<file path="config.mk">
export PLATFORM = sky130hd
export DESIGN_NAME = reg_write_arbiter
export DESIGN_NICKNAME = d
export VERILOG_FILES = /design/src/rtl/reg_write_arbiter_pkg.sv /design/src/rtl/reg_write_arbiter_rr_picker.sv /design/src/rtl/reg_write_arbiter.sv
export SDC_FILE = /design/constraint.sdc
export NUM_CORES = 1
export LEC_CHECK = 0
export BUFFER_PORTS_ARGS = -buffer_cell sky130_fd_sc_hd__buf_2
export CAP_MARGIN = 10
export CORE_UTILIZATION = 50
export DETAILED_ROUTE_END_ITERATION = 12
export HOLD_SLACK_MARGIN = 0.03
export PLACE_DENSITY = 0.81
export SLEW_MARGIN = 10
export SYNTH_ARGS = -nofsm -noshare
export SYNTH_HDL_FRONTEND = slang
export SYNTH_SLANG_ARGS = --single-unit
export TNS_END_PERCENT = 50
</file>
<file path="constraint.sdc">
create_clock -name clk -period 2.3 [get_ports clk]
set_clock_uncertainty 0.05 [all_clocks]
set_input_delay 0.115 -clock clk [delete_from_list [all_inputs] [get_ports clk]]
set_output_delay 0.115 -clock clk [all_outputs]
set_load 0.1 [all_outputs]
</file>
<file path="src/rtl/reg_write_arbiter_pkg.sv">
// Shared types and sizing helpers for the register write arbiter.
package reg_arb_pkg;

  typedef enum logic {
    ARB  = 1'b0,
    LOCK = 1'b1
  } arb_state_t;

  // Index width for a requester count; at least one bit so degenerate sizes still elaborate.
  function automatic int idx_w(input int r);
    return (r > 1) ? $clog2(r) : 1;
  endfunction

endpackage

</file>
<file path="src/rtl/reg_write_arbiter_rr_picker.sv">
// Combinational round-robin picker: first set request bit at or after ptr, modulo R.
module rr_picker
  import reg_arb_pkg::*;
#(
  parameter  int R  = 4,
  localparam int IW = idx_w(R)
) (
  input  logic [R-1:0]  req,
  input  logic [IW-1:0] ptr,
  output logic          found,
  output logic [IW-1:0] idx
);

  logic [IW-1:0] cand_s;

  // Scan from the farthest offset back to ptr so the nearest requester is written last and wins.
  always_comb begin
    found  = 1'b0;
    idx    = {IW{1'b0}};
    cand_s = ptr;
    for (int i = R - 1; i >= 0; i--) begin
      cand_s = ptr + IW'(i);
      found  = found | req[cand_s];
      idx    = req[cand_s] ? cand_s : idx;
    end
  end

endmodule

</file>
<file path="src/rtl/reg_write_arbiter.sv">
// Round-robin write arbiter driving one load/store register, with a bounded burst lock.
module reg_write_arbiter
  import reg_arb_pkg::*;
#(
  parameter  int N        = 8,
  parameter  int R        = 4,
  parameter  int MAX_LOCK = 8,
  localparam int IW       = idx_w(R),
  localparam int CW       = $clog2(MAX_LOCK + 1)
) (
  input  logic                clk,
  input  logic                rst_n,
  input  logic [R-1:0]        req,
  input  logic [R-1:0]        clr_req,
  input  logic [R-1:0]        lock,
  input  logic [R-1:0][N-1:0] wdata,
  output logic [R-1:0]        gnt,
  output logic [IW-1:0]       owner,
  output logic                busy,
  output logic                reg_load,
  output logic                reg_clear,
  output logic [N-1:0]        reg_in
);

  arb_state_t    state_q, state_d;
  logic [IW-1:0] ptr_q, ptr_d;
  logic [IW-1:0] owner_q, owner_d;
  logic [CW-1:0] lock_cnt_q, lock_cnt_d;
  logic [R-1:0]  gnt_q, gnt_d;
  logic          busy_q, busy_d;
  logic          load_q, load_d;
  logic          clear_q, clear_d;
  logic [N-1:0]  reg_in_q, reg_in_d;

  logic [IW-1:0] pick_ptr_s;
  logic [IW-1:0] win_s;
  logic [IW-1:0] sel_s;
  logic          found_s;
  logic          stay_s;
  logic          take_s;

  // Leaving a lock restarts the search just past the owner so it drops to lowest priority.
  assign pick_ptr_s = (state_q == LOCK) ? (owner_q + IW'(1)) : ptr_q;
  assign stay_s     = (state_q == LOCK) && lock[owner_q] && (lock_cnt_q != CW'(MAX_LOCK));

  rr_picker #(
    .R(R)
  ) u_picker (
    .req  (req),
    .ptr  (pick_ptr_s),
    .found(found_s),
    .idx  (win_s)
  );

  // Next-state and next-output selection for both arbitration and locked cycles.
  always_comb begin
    state_d    = state_q;
    ptr_d      = ptr_q;
    owner_d    = owner_q;
    lock_cnt_d = lock_cnt_q;
    gnt_d      = {R{1'b0}};
    load_d     = 1'b0;
    clear_d    = 1'b0;
    reg_in_d   = reg_in_q;
    sel_s      = win_s;
    take_s     = found_s;

    // Idle locked cycles still consume budget so a silent owner cannot starve others.
    if (stay_s) begin
      sel_s      = owner_q;
      take_s     = req[owner_q];
      state_d    = LOCK;
      lock_cnt_d = lock_cnt_q + CW'(1);
    end else if (found_s && lock[win_s] && (MAX_LOCK > 1)) begin
      state_d    = LOCK;
      lock_cnt_d = CW'(1);
    end else begin
      state_d    = ARB;
      lock_cnt_d = {CW{1'b0}};
    end

    if (take_s) begin
      gnt_d    = {{(R - 1){1'b0}}, 1'b1} << sel_s;
      owner_d  = sel_s;
      reg_in_d = wdata[sel_s];
      ptr_d    = sel_s + IW'(1);
      clear_d  = clr_req[sel_s];
      load_d   = ~clr_req[sel_s];
    end else begin
      gnt_d    = {R{1'b0}};
      owner_d  = owner_q;
      reg_in_d = reg_in_q;
      ptr_d    = ptr_q;
      clear_d  = 1'b0;
      load_d   = 1'b0;
    end

    busy_d = (state_d == LOCK);
  end

  // State and output flops; reset drops any pending grant and never pulses reg_clear.
  always_ff @(posedge clk) begin
    if (!rst_n) begin
      state_q    <= ARB;
      ptr_q      <= {IW{1'b0}};
      owner_q    <= {IW{1'b0}};
      lock_cnt_q <= {CW{1'b0}};
      gnt_q      <= {R{1'b0}};
      busy_q     <= 1'b0;
      load_q     <= 1'b0;
      clear_q    <= 1'b0;
      reg_in_q   <= {N{1'b0}};
    end else begin
      state_q    <= state_d;
      ptr_q      <= ptr_d;
      owner_q    <= owner_d;
      lock_cnt_q <= lock_cnt_d;
      gnt_q      <= gnt_d;
      busy_q     <= busy_d;
      load_q     <= load_d;
      clear_q    <= clear_d;
      reg_in_q   <= reg_in_d;
    end
  end

  assign gnt       = gnt_q;
  assign owner     = owner_q;
  assign busy      = busy_q;
  assign reg_load  = load_q;
  assign reg_clear = clear_q;
  assign reg_in    = reg_in_q;

endmodule

</file>
Yosys cells after proc, flatten, opt, wreduce, memory -nomap -nowiden
Cells that the tools add are included.
Storage, ports and cells
  memory bits (writable): 0
  bits of input ports: 46
  latch bits: 0
  memories kept: 0
  output and inout port bits: 17
  ROM bits: 0
  register bits: 23
Operators by class
  bitwise logic cells: 4
  multiplexer cells: 29
  $add $sub $neg: 6
  eq/ne operators: 1
  div/mod/pow operators: 0
  magnitude comparators: 7
  shift operators: 1
  reductions and logical operators: 4
  multiply operators: 0
Operator list (count)
  < comparator 2 x 3 -> 1 bit (second input constant): 7
  binary-select mux 1 bit (select 2 bit): 8
  binary-select mux 8 bit (select 2 bit): 1
  2-to-1 mux 1 bit: 12
  2-to-1 mux 2 bit: 6
  2-to-1 mux 8 bit: 1
  adder 2 x 1 -> 2 bit (second input constant): 3
  adder 2 bit (second input constant): 2
  adder 4 x 1 -> 4 bit (second input constant): 1
  2-to-1 mux 4 bit: 1
  inequality test 4 bit (second input constant): 1
  << shifter 1 x 2 -> 4 bit (first input constant): 1
  logical AND 1 bit: 3
  OR 1 bit: 3
  AND reduction 2 bit: 1
  NOT 1 bit: 1

Depth between registers and ports, before layout
  depth in word-level cells: 14
  depth in mapped cells: 10

Modules after synthesis
Synthesis repeated with hierarchy kept, for this count alone.
Second synthesis, totals
  cells, all modules: 139
  area total of the unflattened synthesis: 1357.6 µm²
Modules (own cells, without submodules)
  reg_write_arbiter: area an instance 1280.0 µm², times used 1, cells each 126
  rr_picker: area an instance 77.6 µm², times used 1, cells each 13

Worst setup path after synthesis
OpenSTA, ideal clock, no wires.
  kind: register -> register
  start: reg owner_q[0], in the netlist owner[0]
  end: reg clear_q, in the netlist reg_clear
  buffers on the path: 2
  required time: 2.134 ns
  path slack: -0.598 ns
  stages on the path, launching flop included: 8
  setup time: 0.116 ns
  arrival: 2.732 ns
  path through: dfxtp_1 > buf_6 > mux4_2 > and3_4 > buf_6 > o21a_4 > or3_1 > and3b_1
Between the ends
  longest elaborated chain between the ends: 12
  elaborated cells on any way between the ends: 31
  classes of those cells: 4 x add/sub; 21 x mux; 3 x bitwise; 3 x reduce/logical
Ends and longest elaborated chain
  start: declaration: line reg_write_arbiter.sv:27  | logic [IW-1:0] owner_q, owner_d;
  start signal: assignment: line reg_write_arbiter.sv:106  | owner_q <= {IW{1'b0}};
  start signal: assignment: line reg_write_arbiter.sv:116  | owner_q <= owner_d;
  adder 2 x 1 -> 2 bit: line reg_write_arbiter.sv:43  | assign pick_ptr_s = (state_q == LOCK) ? (owner_q + IW'(1)) : ptr_q;
  2-to-1 mux 2 bit: line reg_write_arbiter.sv:43
  adder 2 bit: line reg_write_arbiter_rr_picker.sv:22  | cand_s = ptr + IW'(i);
  binary-select mux 1 bit (select 2 bit): line reg_write_arbiter_rr_picker.sv:23, reg_write_arbiter_rr_picker.sv:24
  2-to-1 mux 1 bit (not written as such): line reg_write_arbiter_rr_picker.sv:23, reg_write_arbiter_rr_picker.sv:24
  2-to-1 mux 2 bit (4 in a row): line reg_write_arbiter_rr_picker.sv:24  | idx = req[cand_s] ? cand_s : idx;
  2-to-1 mux 2 bit: line reg_write_arbiter.sv:69  | if (stay_s) begin
  binary-select mux 1 bit (select 2 bit): line reg_write_arbiter.sv:87  | clear_d = clr_req[sel_s];
  2-to-1 mux 1 bit (not written as such): line reg_write_arbiter.sv:87
  end signal: assignment: line reg_write_arbiter.sv:121  | clear_q <= clear_d;
  end: declaration: line reg_write_arbiter.sv:32  | logic clear_q, clear_d;
Several ways; a longest one is shown, not always the timed one. The select of a mux whose other input is x is not followed.
A chain may end at the register's enable or synchronous reset.

Worst setup path after layout
Same ends and word-level chain as after synthesis.

==> impl_metrics.yaml <==
drt:
  vias: 1890
  wl_per_cell_microns: 13.77
  drt_pass1_iterations: 4
  via_per_inst: 5.780
  routed_wl_mm: 4.503
  drt_iter0_drc: 70
  drc: 0
  ant_nets: 0
layout:
  final_cell_mix: "62 x buf_2, 29 x nand2_1, 20 x dfxtp_1"
  fin_nets: 332
  antenna_cells: 0
  synthToLayoutAreaGrowth_pct: 24.71
  stdcell_area_sq_um: 2147
  utilization: 0.6810
  final_common_cell: "buf_2"
  drive_above_1_share: 0.3180
  fill_cells: 296
timing:
  tightestPinTransition_ns: 0.4977
  slew_viol_final: 0
  relSlewSlack: 0.6705
  hold_violations: 0
  max_freq_ghz: 0.4563
  timing.final.ws_setup_ns: 0.1086
  post-route-min-period_ns: 2.191
  finalSetupViolCount: 0
  layout_worst_path_cycle_share: 0.9528
  tns_ns: 0
  grt_setup_unrepaired: "no"
critical_path:
  cp-startpoint: "owner[0]"
  critPathCaptureType: "flip-flop"
  critical_path_arrival_ns: 2.36
  reg2reg_from: "owner[0]"
  critPathKind: "reg2reg"
  reg2reg_to: "reg_clear"
  reg2reg_depth: 7
  critPathMaxFanout: 15
  r2r_slack_ns: 0.11
  critPathTopFamily: "simple AND/OR/NAND/NOR gates"
  worstPathRequired_ns: 2.47
  path_buf_inv: 1
  cp_slowest_cell: "mux4_2"
  crit_chain: "mux4_2 > and3_4 > nand2_1 > o31ai_2 > buf_4 > or3_1 > and3b_1"
  crit_path_start_kind: "flip-flop"
  crit_path_max_incr_delay_ns: 0.53
cts:
  cts_buffers: 3
  clk_pin_slew_ns: 0.13
  htree_levels: 1
  tritoncts: "built"
  clock_latency_ns: 0.31
  cts_num_sinks: 23
  clock_path_buffers: 2
  cts-root-buf: "clkbuf_4"
yosys:
  synth_edf_count: 0
  syn_inst: 221
  yosysUniqueCellTypes: 50
  syn_area_sq_um: 1722
  ys_seq_elements: 23
  synth-async-reset-ratio: 0
  synth_warnings: 0
  ys_seq_area_frac: 0.2674
  synth_nets: 269
  synth.avg_cell_area_sq_um: 7.790
  ys.flop_type: "dfxtp_1"
min_path:
  hp-start: "clr_req[1]"
  holdPathStages: 3
  hold_end: "reg_load"
  hp-class: "in2reg"
floorplan:
  ios: 63
  core_area_sq_um: 3153
  rows: 20
  die-width_microns: 60.68
  die_h_microns: 60.68
  die_area_sq_um: 3682
  initial_core_util: 0.5460
grt:
  use_met1: 0.3807
  grt.overflow.total: 0
  grt_util_met3: 0.02985
  grt_pass1_wl_mm: 7.369
  grt_max_degree: 25
  grt_pass1_vias: 1616
  antenna_found_initial: 0
  busiest_layer: "met2"
  use_met2: 0.4254
  grt_usage: 0.2661
power:
  p_per_area_nw_per_um2: 1407
  total_power_mw: 3.020
  p_leak_nw: 1.011
  peakVddDrop_uv: 535.9
placement:
  gp_congestion: 0.9215
  port_buffers: 62
  post-dp-hpwl_mm: 3.495
  pre_cts_slack_ns: 0.1272
  dpl_cell_area_sq_um: 2106
run_status:
  status: "finished clean"
job:
  maxCapViolCount: 0
[tightest hold or removal path, stage by stage]
cell	delay [ns]
buf_2	0.07
or3_1	0.10
a21oi_1	0.06
[layout make-up]
type | instances | area (sq um) | share of cell area
clock buffer | 3 | 22.52 | 0.01049
clock inverter | 1 | 5.005 | 0.002331
inverter | 6 | 22.52 | 0.01049
multi-input combinational | 175 | 1144 | 0.5326
sequential | 23 | 471.7 | 0.2197
tap | 44 | 55.05 | 0.02564
timing repair buffer | 75 | 426.7 | 0.1987
[worst max path at each step]
stage	to	slack, ns	depth (start not counted)
final	reg_clear	0.11	7
after global routing	reg_clear	0.005	7
after CTS	reg_clear	0.11	7
after detailed placement	reg_clear	0.13	7
after global placement	reg_clear	0.18	7
after floorplan	reg_clear	-0.12	7
[cell usage after synthesis (4+ instances only)]
library cell	n	area, sq um
and3_1	10	62.56
clkbuf_1	7	26.28
dfxtp_1	23	460.4
a21oi_1	12	60.06
nor2b_1	6	37.54
nand3_1	11	55.05
nor2_1	12	45.04
nand2_1	29	108.9
mux2i_1	8	80.08
o31ai_1	9	67.56
inv_1	6	22.52
buf_2	4	20.02
nand2b_1	11	68.82
a41oi_1	9	78.83
o21ai_0	18	90.09
[sequential cells by signal (all words and copies together), names as in the netlist]
signal and flops:
reg_in 8, lock_cnt_q 4, ptr_q 2, reg_load 1, reg_clear 1, gnt 4, owner 2, busy 1
[per-layer routing]
metal  wire [microns]  vias to the layer above
li1                 -                      930
met1             2012                      865
met2             2122                       89
met3              317                        6
met4               51                        0
met5                0                        -
[metrics by stage]
stage,hold WS [ns],instances
final,0.03318,327
after global routing,0.03060,327
after CTS,0.03353,326
after detailed placement,0.3607,322
after global placement,0.3575,322
after floorplan,0.2515,221
[cell families (layout without fill, tap and decap cells)]
group                      after synthesis  in the layout  share of synthesized area
adders and majority gates                2              2                    0.01453
DFF                                     23             23                     0.2674
muxes                                   11             11                    0.07921
buffers and inverters                   23             85                    0.06832
xor gates and xnor gates                 4              4                    0.02035
AOI/OAI and AO/OA                       65             65                     0.2718
and+or+nand+nor                         93             93                     0.2783
[repair_timing]
| action | CTS | global route |
|---|---|---|
| hold buffers | 0 | 1 |
| gates resized for setup | 0 | 1 |
| endpoints found under the hold margin | 0 | 1 |
| endpoints found under the setup margin | 0 | 2 |
| setup buffers | 0 | 0 |
[power by group]
group,switching [mW],internal [mW],leakage (nW)
logic,1.52,0.641,0.802
clock network,0.123,0.0648,0.0177
registers,0.124,0.547,0.192
Power figures use the tool's default switching activity.
